**src/rtl/core_pkg.sv**
```systemverilog
// ---------------------------------------------------------------------------
// core_pkg
// Shared definitions for the pipelined RV32 core front end.
//   NOP_INST : canonical RV32 NOP (addi x0, x0, 0), loaded into IF/ID on reset
//   PC_INC   : byte distance between consecutive sequential fetches
//   if_id_t  : one IF/ID pipeline entry (fetch PC, instruction word, live flag)
// ---------------------------------------------------------------------------
package core_pkg;

  localparam logic [31:0] NOP_INST = 32'h0000_0013;
  localparam int          PC_INC   = 4;

  // The pc field is full width so the struct can be shared by blocks with
  // different PC widths; narrower users take the low bits.
  typedef struct packed {
    logic [31:0] pc;
    logic [31:0] inst;
    logic        valid;
  } if_id_t;

  // Empty IF/ID entry: PC 0, NOP, not live.
  function automatic if_id_t if_id_empty();
    if_id_t e;
    e.pc    = 32'h0;
    e.inst  = NOP_INST;
    e.valid = 1'b0;
    return e;
  endfunction

endpackage

```
**src/rtl/if_fetch_unit_if.sv**
```systemverilog
// ---------------------------------------------------------------------------
// if_fetch_unit_if
// Instruction-memory read port used by the fetch stage.
//   imem_req   : a read is issued this cycle at imem_addr
//   imem_addr  : byte address of the read (PC_W bits, word aligned)
//   imem_rdata : read data, valid in the cycle after imem_req was high
// Handshake: there is no ready/backpressure on this port. The memory accepts
// every request and returns data exactly one cycle later; the fetch stage is
// responsible for only issuing a request when it has room for the response.
// Modports: master = fetch stage, slave = instruction memory.
// ---------------------------------------------------------------------------
interface if_fetch_unit_if #(
  parameter int PC_W = 9
) ();

  logic            imem_req;
  logic [PC_W-1:0] imem_addr;
  logic [31:0]     imem_rdata;

  modport master (
    output imem_req,
    output imem_addr,
    input  imem_rdata
  );

  modport slave (
    input  imem_req,
    input  imem_addr,
    output imem_rdata
  );

endinterface

```
**src/rtl/fetch_skid_buf.sv**
```systemverilog
// ---------------------------------------------------------------------------
// fetch_skid_buf
// One-entry buffer holding an if_id_t, used to park a memory response that
// arrives while decode is stalled.
// Ports:
//   clk, reset   : clock, synchronous active-high reset
//   i_flush      : drop the held entry (redirect)
//   i_in_valid   : offer i_in_data for storage
//   o_in_ready   : entry can be written this cycle (empty, or draining now)
//   i_in_data    : entry to store
//   o_out_valid  : an entry is held
//   o_out_data   : the held entry
//   i_out_ready  : consumer takes the held entry this cycle
// Handshake: a transfer happens on a side when its valid and ready are both
// high in the same cycle; a simultaneous drain and fill replaces the entry.
// ---------------------------------------------------------------------------
module fetch_skid_buf
  import core_pkg::*;
(
  input  logic   clk,
  input  logic   reset,
  input  logic   i_flush,
  input  logic   i_in_valid,
  output logic   o_in_ready,
  input  if_id_t i_in_data,
  output logic   o_out_valid,
  output if_id_t o_out_data,
  input  logic   i_out_ready
);

  logic   r_vld;
  if_id_t r_data;

  assign o_in_ready  = !r_vld || i_out_ready;
  assign o_out_valid = r_vld;
  assign o_out_data  = r_data;

  always_ff @(posedge clk) begin
    if (reset) begin
      r_vld  <= 1'b0;
      r_data <= if_id_empty();
    end else if (i_flush) begin
      r_vld  <= 1'b0;
    end else if (i_in_valid && o_in_ready) begin
      r_vld  <= 1'b1;
      r_data <= i_in_data;
    end else if (i_out_ready) begin
      r_vld  <= 1'b0;
    end
  end

endmodule

```
**src/rtl/if_fetch_unit.sv**
```systemverilog
// ---------------------------------------------------------------------------
// if_fetch_unit
// Instruction-fetch stage: holds the fetch PC, issues reads to a one-cycle
// latency instruction memory, and loads returned words into the IF/ID
// register. A one-entry skid buffer absorbs the response that is already in
// flight when decode stalls. A redirect (PcSel) flushes everything in flight.
// Parameters:
//   PC_W     : fetch PC / instruction memory byte address width (< 32)
//   RESET_PC : first fetch address after reset (word aligned)
// Ports:
//   clk, reset : clock, synchronous active-high reset
//   Stall      : hold IF/ID; decode accepts when Stall = 0
//   PcSel      : redirect request from the branch unit
//   BrPC       : redirect target, bits [PC_W-1:2] used
//   imem       : instruction memory read port (master side)
//   Cur_PC_D   : PC of the instruction in IF/ID
//   Inst_D     : instruction in IF/ID
//   Valid_D    : IF/ID holds a live instruction
// ---------------------------------------------------------------------------
module if_fetch_unit
  import core_pkg::*;
#(
  parameter int              PC_W     = 9,
  parameter logic [PC_W-1:0] RESET_PC = '0
) (
  input  logic                  clk,
  input  logic                  reset,
  input  logic                  Stall,
  input  logic                  PcSel,
  input  logic [31:0]           BrPC,
  if_fetch_unit_if.master       imem,
  output logic [PC_W-1:0]       Cur_PC_D,
  output logic [31:0]           Inst_D,
  output logic                  Valid_D
);

  localparam logic [PC_W-1:0] PC_STEP = PC_W'(PC_INC);

  // Fetch PC and the single outstanding request.
  logic [PC_W-1:0] r_pc;
  logic            r_req_vld;
  logic [PC_W-1:0] r_req_pc;

  // IF/ID pipeline register.
  logic            r_valid_d;
  logic [PC_W-1:0] r_cur_pc_d;
  logic [31:0]     r_inst_d;

  logic            w_issue;
  logic            w_ifid_load;
  logic            w_rsp_vld;
  logic            w_skid_push;
  logic            w_skid_in_ready;
  logic            w_skid_vld;
  if_id_t          w_skid_in;
  if_id_t          w_skid_out;
  logic [PC_W-1:0] w_redirect_pc;
  logic            w_unused;

  // A response is present in the cycle after an issue.
  assign w_rsp_vld   = r_req_vld;

  // IF/ID takes a new entry whenever it is empty or decode is advancing.
  assign w_ifid_load = !r_valid_d || !Stall;

  // Only issue when the response is guaranteed a home next cycle: the skid
  // must be empty, and it must not be about to fill with the response that is
  // arriving right now (that is exactly the req_vld && Valid_D && Stall case).
  assign w_issue = !reset && !PcSel && !w_skid_vld &&
                   !(r_req_vld && r_valid_d && Stall);

  assign imem.imem_req  = w_issue;
  assign imem.imem_addr = r_pc;

  assign w_redirect_pc = {BrPC[PC_W-1:2], 2'b00};

  // The response goes to the skid when IF/ID cannot take it directly: either
  // IF/ID is stalled, or the skid is draining into IF/ID this same cycle
  // (older entry first keeps program order).
  assign w_skid_push = w_rsp_vld && !PcSel && (w_skid_vld || !w_ifid_load);

  always_comb begin
    w_skid_in       = if_id_empty();
    w_skid_in.pc    = 32'(r_req_pc);
    w_skid_in.inst  = imem.imem_rdata;
    w_skid_in.valid = 1'b1;
  end

  fetch_skid_buf u_skid (
    .clk         (clk),
    .reset       (reset),
    .i_flush     (PcSel),
    .i_in_valid  (w_skid_push),
    .o_in_ready  (w_skid_in_ready),
    .i_in_data   (w_skid_in),
    .o_out_valid (w_skid_vld),
    .o_out_data  (w_skid_out),
    .i_out_ready (w_ifid_load)
  );

  // Fetch PC and outstanding-request tracking.
  always_ff @(posedge clk) begin
    if (reset) begin
      r_pc      <= RESET_PC;
      r_req_vld <= 1'b0;
      r_req_pc  <= '0;
    end else if (PcSel) begin
      r_pc      <= w_redirect_pc;
      r_req_vld <= 1'b0;
    end else begin
      r_req_vld <= w_issue;
      if (w_issue) begin
        r_req_pc <= r_pc;
        r_pc     <= r_pc + PC_STEP;
      end
    end
  end

  // IF/ID register: skid entry first, then the arriving response.
  always_ff @(posedge clk) begin
    if (reset) begin
      r_valid_d  <= 1'b0;
      r_cur_pc_d <= '0;
      r_inst_d   <= NOP_INST;
    end else if (PcSel) begin
      r_valid_d  <= 1'b0;
    end else if (w_ifid_load) begin
      if (w_skid_vld) begin
        r_valid_d  <= 1'b1;
        r_cur_pc_d <= w_skid_out.pc[PC_W-1:0];
        r_inst_d   <= w_skid_out.inst;
      end else if (w_rsp_vld) begin
        r_valid_d  <= 1'b1;
        r_cur_pc_d <= r_req_pc;
        r_inst_d   <= imem.imem_rdata;
      end else begin
        r_valid_d  <= 1'b0;
      end
    end
  end

  assign Valid_D  = r_valid_d;
  assign Cur_PC_D = r_cur_pc_d;
  assign Inst_D   = r_inst_d;

  // Bits that carry no information here: upper PC bits of the shared struct,
  // its valid flag (tracked by o_out_valid), the skid ready (the issue rule
  // guarantees room) and the BrPC bits outside the word address.
  assign w_unused = ^{w_skid_out.pc[31:PC_W], w_skid_out.valid, w_skid_in_ready,
                      BrPC[31:PC_W], BrPC[1:0]};

endmodule

```
**src/flat_wrapper.sv**
```systemverilog
// flat-port wrapper written by rule: the top's interface ports become plain ports
module if_fetch_unit_flat import core_pkg::*;
#(
  parameter int              PC_W     = 9,
  parameter logic [PC_W-1:0] RESET_PC = '0
)
  (clk, reset, Stall, PcSel, BrPC, Cur_PC_D, Inst_D, Valid_D, imem_imem_req, imem_imem_addr, imem_imem_rdata);
  if_fetch_unit_if #(.PC_W(PC_W)) imem_i ();
  input  logic clk;
  input  logic reset;
  input  logic Stall;
  input  logic PcSel;
  input  logic [31:0] BrPC;
  output logic [PC_W-1:0] Cur_PC_D;
  output logic [31:0] Inst_D;
  output logic Valid_D;
  output wire logic [$bits(imem_i.imem_req)-1:0] imem_imem_req;
  output wire logic [$bits(imem_i.imem_addr)-1:0] imem_imem_addr;
  input wire logic [$bits(imem_i.imem_rdata)-1:0] imem_imem_rdata;
  assign imem_imem_req = imem_i.imem_req;
  assign imem_imem_addr = imem_i.imem_addr;
  assign imem_i.imem_rdata = imem_imem_rdata;
  if_fetch_unit #(.PC_W(PC_W), .RESET_PC(RESET_PC)) u_core (.clk(clk), .reset(reset), .Stall(Stall), .PcSel(PcSel), .BrPC(BrPC), .imem(imem_i), .Cur_PC_D(Cur_PC_D), .Inst_D(Inst_D), .Valid_D(Valid_D));
endmodule
```
**config.mk**
```make
export PLATFORM = sky130hd
export DESIGN_NAME = if_fetch_unit_flat
export DESIGN_NICKNAME = d
export VERILOG_FILES = /design/src/rtl/core_pkg.sv /design/src/rtl/if_fetch_unit_if.sv /design/src/rtl/fetch_skid_buf.sv /design/src/rtl/if_fetch_unit.sv /design/src/flat_wrapper.sv
export SDC_FILE = /design/constraint.sdc
export NUM_CORES = 1
export LEC_CHECK = 0
export CORE_MARGIN = 1.5
export CORE_UTILIZATION = 47
export DETAILED_ROUTE_END_ITERATION = 6
export HOLD_SLACK_MARGIN = 0.15
export MAX_ROUTING_LAYER = met4
export PLACE_DENSITY = 0.8
export SYNTH_ARGS = -nofsm -noshare
export SYNTH_HDL_FRONTEND = slang
export SYNTH_SLANG_ARGS = --single-unit
export TNS_END_PERCENT = 30
```
**constraint.sdc**
```tcl
create_clock -name clk -period 1.8 [get_ports clk]
set_input_delay 0.27 -clock clk [delete_from_list [all_inputs] [get_ports clk]]
set_output_delay 0.27 -clock clk [all_outputs]
set_load 0.02 [all_outputs]
```
Word level (Yosys, flattened, before mapping)

Cells that the tools add are included.

Flip-flop bits (word level): 103
Input bits: 68

Bitwise logic cells: 1
Muxes and demuxes: 10
Reductions and logical operators: 25
Add/sub/neg operators: 1

Operator list:

| operator                                                       | count |
|---|---|
| 32-bit two-way mux                                             | 2 |
| 9-bit two-way mux                                              | 4 |
| 9-bit by 3-bit adder with 9-bit output (second input constant) | 1 |
| 1-bit logical AND                                              | 8 |
| 1-bit zero test                                                | 7 |
| 2-bit nonzero test                                             | 3 |
| 1-bit two-way mux                                              | 4 |
| 2-bit AND reduction                                            | 2 |
| 1-bit logical OR                                               | 3 |
| 3-bit AND reduction                                            | 1 |
| 2-bit OR reduction                                             | 1 |
| 1-bit inverter                                                 | 1 |

Logic depth before layout (Yosys ltp)

Depth in word-level cells: 7
Mapped depth: 7
Mapped depth without buffers: 5

Cells and area by module

From an unflattened synthesis, not the netlist that was laid out.

Cells, all modules: 565
Area, all modules: 5728.0 um^2

Modules (own cells, without submodules):

| module         | times used | cells an instance | area each (um^2) | seq. area each (um^2) |
|---|---|---|---|---|
| fetch_skid_buf | 1          | 287               | 2989.1           | 1321.3 |
| if_fetch_unit  | 1          | 278               | 2738.9           | 1141.1 |

Worst setup path after synthesis

OpenSTA, ideal clock, no wires.

Path type: flip-flop to flip-flop
From: reg u_core.r_valid_d, in the netlist u_core.Valid_D
To: reg u_core.u_skid.r_data, in the netlist u_core.u_skid.o_out_data[1]
Arrival: 1.482 ns
Slack: 0.199 ns
Period minus slack after synthesis: 1.601 ns
Path buffers: 2
Stages on the path, launching flop included: 7
Cell sequence: dfxtp_1 -> a21boi_0 -> o211ai_2 -> buf_4 -> buf_4 -> mux2i_1 -> nand2_1

Word-level cells in the longest chain between the ends: 7
Elaborated cells on any way between the ends: 8

RTL lines:

| item                                   | line                 | source |
|---|---|---|
| start: declaration                     | if_fetch_unit.sv:45  | `logic r_valid_d;` |
| start signal: assignment               | if_fetch_unit.sv:122 | `r_valid_d <= 1'b0;` |
| start signal: assignment               | if_fetch_unit.sv:126 | `r_valid_d <= 1'b0;` |
| start signal: assignment               | if_fetch_unit.sv:129 | `r_valid_d <= 1'b1;` |
| 1-bit zero test *                      | if_fetch_unit.sv:64  | `assign w_ifid_load = !r_valid_d \|\| !Stall;` |
| 1-bit logical OR *                     | if_fetch_unit.sv:64  |  |
| 1-bit zero test                        | if_fetch_unit.sv:80  | `assign w_skid_push = w_rsp_vld && !PcSel && (w_skid_vld \|\| !w_ifid_load);` |
| 1-bit logical OR                       | if_fetch_unit.sv:80  |  |
| 1-bit logical AND                      | if_fetch_unit.sv:80  |  |
| 1-bit logical AND *                    | fetch_skid_buf.sv:44 | `end else if (i_in_valid && o_in_ready) begin` |
| 2-bit AND reduction (no source line) * | -                    |  |
| end signal: assignment                 | fetch_skid_buf.sv:41 | `r_data <= if_id_empty();` |
| end signal: assignment                 | fetch_skid_buf.sv:46 | `r_data <= i_in_data;` |
| end: declaration                       | fetch_skid_buf.sv:32 | `if_id_t r_data;` |

Mark *: on every way between the ends. The rest lies on a longest branch, timed or not.
A chain may end at the register's enable or synchronous reset.

Worst setup path after layout

From: reg u_core.u_skid.r_vld, in the netlist u_core.u_skid.o_out_valid
To: out imem_imem_req

Word-level cells in the longest chain between the ends: 3

RTL lines:

| item                            | line                 | source |
|---|---|---|
| start: declaration              | fetch_skid_buf.sv:31 | `logic r_vld;` |
| start signal: assignment        | fetch_skid_buf.sv:40 | `r_vld <= 1'b0;` |
| start signal: assignment        | fetch_skid_buf.sv:43 | `r_vld <= 1'b0;` |
| start signal: assignment        | fetch_skid_buf.sv:45 | `r_vld <= 1'b1;` |
| 1-bit zero test                 | if_fetch_unit.sv:69  | `assign w_issue = !reset && !PcSel && !w_skid_vld &&` |
| 1-bit logical AND (2 in series) | if_fetch_unit.sv:69  |  |
| end: declaration                | flat_wrapper.sv:17   | `output wire logic [$bits(imem_i.imem_req)-1:0] imem_imem_req;` |

No other way between the ends.

==> flow_results.xml <==
<?xml version="1.0" encoding="UTF-8"?>
<metrics>
  <group name="status">
    <metric name="status" unit="">completed</metric>
  </group>
  <group name="die">
    <metric name="die-height" unit="um">93.9</metric>
    <metric name="core-area" unit="um2">7850</metric>
    <metric name="die_area" unit="um2">8830</metric>
    <metric name="initial_utilization" unit="">0.495</metric>
    <metric name="rows" unit="">32</metric>
    <metric name="floorplan.die.width" unit="um">93.9</metric>
    <metric name="boundaryPins" unit="">120</metric>
  </group>
  <group name="placed_design">
    <metric name="numPlacedInstances" unit="">583</metric>
    <metric name="final_gp_congestion" unit="">0.810</metric>
    <metric name="post_dp_cell_area" unit="um2">4960</metric>
    <metric name="dp_hpwl" unit="mm">5.81</metric>
    <metric name="dp_worst_setup_slack" unit="ps">-454</metric>
    <metric name="place.port_buffers" unit="">90</metric>
  </group>
  <group name="critical_path">
    <metric name="worst-path-max-fanout" unit="">2</metric>
    <metric name="largest_delay_contributor_family_on_the_critical_path" unit="">simple AND/OR/NAND/NOR gates</metric>
    <metric name="reg2reg_slack" unit="ps">70</metric>
    <metric name="critPathKind" unit="">flip-flop to output port</metric>
    <metric name="timing.critical_path.slowest_stage_cell" unit="">sky130_fd_sc_hd__dfxtp_2</metric>
    <metric name="worst_setup_path_end_kind" unit="">output port</metric>
    <metric name="required" unit="ps">1530</metric>
    <metric name="worst-endpoint-arrival" unit="ps">1460</metric>
    <metric name="crit_chain" unit="">or3_4, or2_4, inv_4, buf_6</metric>
    <metric name="crit_path_buffers_inverters" unit="">2</metric>
    <metric name="crit_path_max_incr_delay" unit="ps">350</metric>
    <metric name="critical_path.startpoint_type" unit="">flip-flop</metric>
  </group>
  <group name="cts">
    <metric name="numCtsBuffers" unit="">9</metric>
    <metric name="htreeDepth" unit="">3</metric>
    <metric name="cts_tree" unit="">built</metric>
    <metric name="clock_path_buffers" unit="">2</metric>
    <metric name="ctsHoldBuffers" unit="">0</metric>
    <metric name="clkSlewWorstSetupHoldPaths" unit="ps">90</metric>
    <metric name="clock-root-buffer" unit="">sky130_fd_sc_hd__clkbuf_8</metric>
    <metric name="clock_latency_of_the_later_clocked_register_in_the_worst_skew_pair" unit="ps">360</metric>
    <metric name="clock_sinks" unit="">95</metric>
  </group>
  <group name="sta">
    <metric name="maxClockFrequency" unit="GHz">0.577</metric>
    <metric name="timing.final.setup_violations" unit="">0</metric>
    <metric name="fin_skew" unit="ps">8.31</metric>
    <metric name="finalHoldViolCount" unit="">0</metric>
    <metric name="tightestPinTransition" unit="ps">871</metric>
    <metric name="final_period_minus_worst_setup_slack" unit="ps">1730</metric>
    <metric name="fin_tns_setup" unit="ps">0</metric>
    <metric name="report.final.slew_viol_count" unit="">0</metric>
    <metric name="finalCritPeriodShare" unit="">0.963</metric>
    <metric name="timing.final.ws_setup" unit="ps">67.2</metric>
    <metric name="worst_slew_margin_rel" unit="">0.419</metric>
  </group>
  <group name="grt">
    <metric name="grt_pass1_wl" unit="mm">14.0</metric>
    <metric name="met1_global_route_usage" unit="">0.261</metric>
    <metric name="grtUsageMet3" unit="">0.0405</metric>
    <metric name="grtUsageTotal" unit="">0.206</metric>
    <metric name="globalRoute.busiestLayer" unit="">met2</metric>
    <metric name="maximum_number_of_pins_on_one_net_before_global_route_repair" unit="">87</metric>
    <metric name="antenna_violations_before_repair" unit="">0</metric>
    <metric name="globalRouteMet2Util" unit="">0.331</metric>
    <metric name="overflow" unit="">0</metric>
    <metric name="first_global_vias" unit="">2922</metric>
  </group>
  <group name="detailed_routing">
    <metric name="drt_first_iter_violations" unit="">103</metric>
    <metric name="drcViolationCount" unit="">0</metric>
    <metric name="detail-route-antenna-nets" unit="">0</metric>
    <metric name="avgViaCountPerCell" unit="">5.26</metric>
    <metric name="first_pass_iters" unit="">5</metric>
    <metric name="average_wire_per_cell_in_the_routed_design" unit="um">14.4</metric>
    <metric name="route.vias.total" unit="">3174</metric>
    <metric name="wirelength" unit="mm">8.68</metric>
  </group>
  <group name="logic_synthesis">
    <metric name="post_synth_most_frequent_cells" unit="">95 x sky130_fd_sc_hd__dfxtp_1, 78 x sky130_fd_sc_hd__mux2i_1, 77 x sky130_fd_sc_hd__nor2_1</metric>
    <metric name="synth.top_cells.by_area" unit="">sky130_fd_sc_hd__dfxtp_1 49%, sky130_fd_sc_hd__mux2i_1 20%, sky130_fd_sc_hd__nor2_1 7.4%, sky130_fd_sc_hd__a211oi_1 7.1%, sky130_fd_sc_hd__nand2_1 2.6%</metric>
    <metric name="ys_ff_latch" unit="">95</metric>
    <metric name="async_flop_share" unit="">0</metric>
    <metric name="synth_top_area_frac" unit="">0.489</metric>
    <metric name="number_of_enable_type_register_cells_in_the_synthesized_netlist" unit="">0</metric>
    <metric name="ys_types" unit="">35</metric>
    <metric name="cell_area_after_synthesis" unit="um2">3890</metric>
    <metric name="yosysMostFrequentCell" unit="">sky130_fd_sc_hd__dfxtp_1</metric>
    <metric name="syn-instance-count" unit="">402</metric>
    <metric name="synth_sequential_area_ratio" unit="">0.489</metric>
    <metric name="ys.flop_type" unit="">sky130_fd_sc_hd__dfxtp_1</metric>
    <metric name="number_of_warnings_printed_during_yosys_synthesis" unit="">0</metric>
    <metric name="synthDominantAreaCellType" unit="">sky130_fd_sc_hd__dfxtp_1</metric>
    <metric name="syn-mean-instance-area" unit="um2">9.67</metric>
  </group>
  <group name="min_path">
    <metric name="hold_class" unit="">primary input to flip-flop</metric>
  </group>
  <group name="power">
    <metric name="power_density" unit="nW/um2">762</metric>
    <metric name="irDropWorstVdd" unit="mV">0.510</metric>
    <metric name="power.leakage" unit="nW">2.17</metric>
  </group>
  <group name="layout">
    <metric name="fin_nets" unit="">566</metric>
    <metric name="postLayoutCellArea" unit="um2">5220</metric>
    <metric name="n_antenna_cell" unit="">0</metric>
    <metric name="syn2layout_area_growth" unit="%">34.3</metric>
    <metric name="final_layout_size_suffix_gt1_frac" unit="">0.0998</metric>
    <metric name="final-instance-count-excl-fill" unit="">603</metric>
    <metric name="final_core_utilization" unit="">0.665</metric>
    <metric name="filler_cell_count" unit="">652</metric>
  </group>
  <group name="job">
    <metric name="max-cap-violations" unit="">0</metric>
  </group>
</metrics>
[worst register-to-register path, cell delays in order, from the launching register on]
cell and delay [ps]:
sky130_fd_sc_hd__dfxtp_2 370, sky130_fd_sc_hd__buf_12 200, sky130_fd_sc_hd__and3b_1 230, sky130_fd_sc_hd__o211ai_4 210
sky130_fd_sc_hd__buf_4 150, sky130_fd_sc_hd__buf_12 150, sky130_fd_sc_hd__mux2i_2 240, sky130_fd_sc_hd__nor2_1 50
[registers in the layout, summed over array words and instances (netlist names)]
register and cells:
u_core.Valid_D 1, u_core.imem.imem_addr 7, u_core.r_req_pc 7, u_core.Cur_PC_D 7, u_core.r_req_vld 1, u_core.Inst_D 32, u_core.u_skid.o_out_valid 1, u_core.u_skid.o_out_data 39
[cell families after synthesis]
kind of cell	count (synthesis)	synth area share
buffers and inverters	41	0.0534
other	1	0.000965
AND/OR/NAND/NOR	114	0.118
multiplexers	78	0.201
AO/OA/AOI/OAI	72	0.135
adder cells (fa/ha/maj)	1	0.00322
flip-flops	95	0.489
[per-layer routing]
metal	part of all wire	vias up
met3	0.043	5
met2	0.49	79
met4	0.0085	0
li1	-	1597
met1	0.46	1493
met5	0	-
[metrics by stage]
step | total power [W] | hold WS (ps)
2_1_floorplan | 0.00253 | 395
3_3_place_gp | 0.00279 | 455
3_5_place_dp | 0.00280 | 467
4_1_cts | 0.00401 | 243
5_1_grt | 0.00414 | 264
6_report | 0.00398 | 254
[cells in the final DEF, fill, tap and decap left out, types with 4 or more instances in the layout]
| cell | instances |
|---|---|
| sky130_fd_sc_hd__buf_4 | 19 |
| sky130_fd_sc_hd__nor2_1 | 77 |
| sky130_fd_sc_hd__inv_1 | 4 |
| sky130_fd_sc_hd__clkdlybuf4s50_1 | 84 |
| sky130_fd_sc_hd__dfxtp_1 | 94 |
| sky130_fd_sc_hd__buf_12 | 5 |
| sky130_fd_sc_hd__nand2_1 | 27 |
| sky130_fd_sc_hd__clkbuf_8 | 9 |
| sky130_fd_sc_hd__conb_1 | 4 |
| sky130_fd_sc_hd__a211oi_1 | 37 |
| sky130_fd_sc_hd__mux2i_1 | 77 |
| sky130_fd_sc_hd__dlymetal6s2s_1 | 4 |
| sky130_fd_sc_hd__a21oi_1 | 14 |
[timing repair]
| item | in CTS | in global routing |
|---|---|---|
| cloned | 0 | 2 |
| pin swaps | 0 | 3 |
| endpoints found under the hold margin | 0 | 0 |
| resized for setup | 8 | 8 |
| endpoints found under the setup margin | 30 | 29 |
| setup buffers | 0 | 3 |
[worst paths after layout]
path | from | end | cells past startpoint
hold reg to reg | u_core.r_req_pc[3]$_SDFFE_PP0P_ | u_core.r_req_pc[3]$_SDFFE_PP0P_ | 2
setup / recovery | u_core.u_skid.o_out_valid$_SDFFE_PP0P_ | imem_imem_req | 4
hold / removal | reset | u_core.Valid_D$_SDFFE_PP0P_ | 3
setup reg to reg | u_core.u_skid.o_out_valid$_SDFFE_PP0P_ | u_core.u_skid.o_out_data[41]$_SDFFE_PP0P_ | 7
[report_power, final]
part / switching [W] / internal, W
logic: 0.000271 / 0.000279
registers: 0.0000427 / 0.00216
clock network: 0.000726 / 0.000495
total: 0.00104 / 0.00294
[layout make-up]
| cell class | instances | area, um2 | share of cell area |
|---|---|---|---|
| repair buffers | 116 | 1200 | 0.230 |
| multi-input cells | 269 | 1800 | 0.345 |
| well taps | 102 | 128 | 0.0244 |
| clock buffers | 10 | 128 | 0.0244 |
| inverters | 6 | 25.0 | 0.00479 |
| flip-flops and latches | 95 | 1900 | 0.365 |
| clock inverters | 5 | 33.8 | 0.00647 |
No activity file was read; power rests on OpenSTA's default activity.
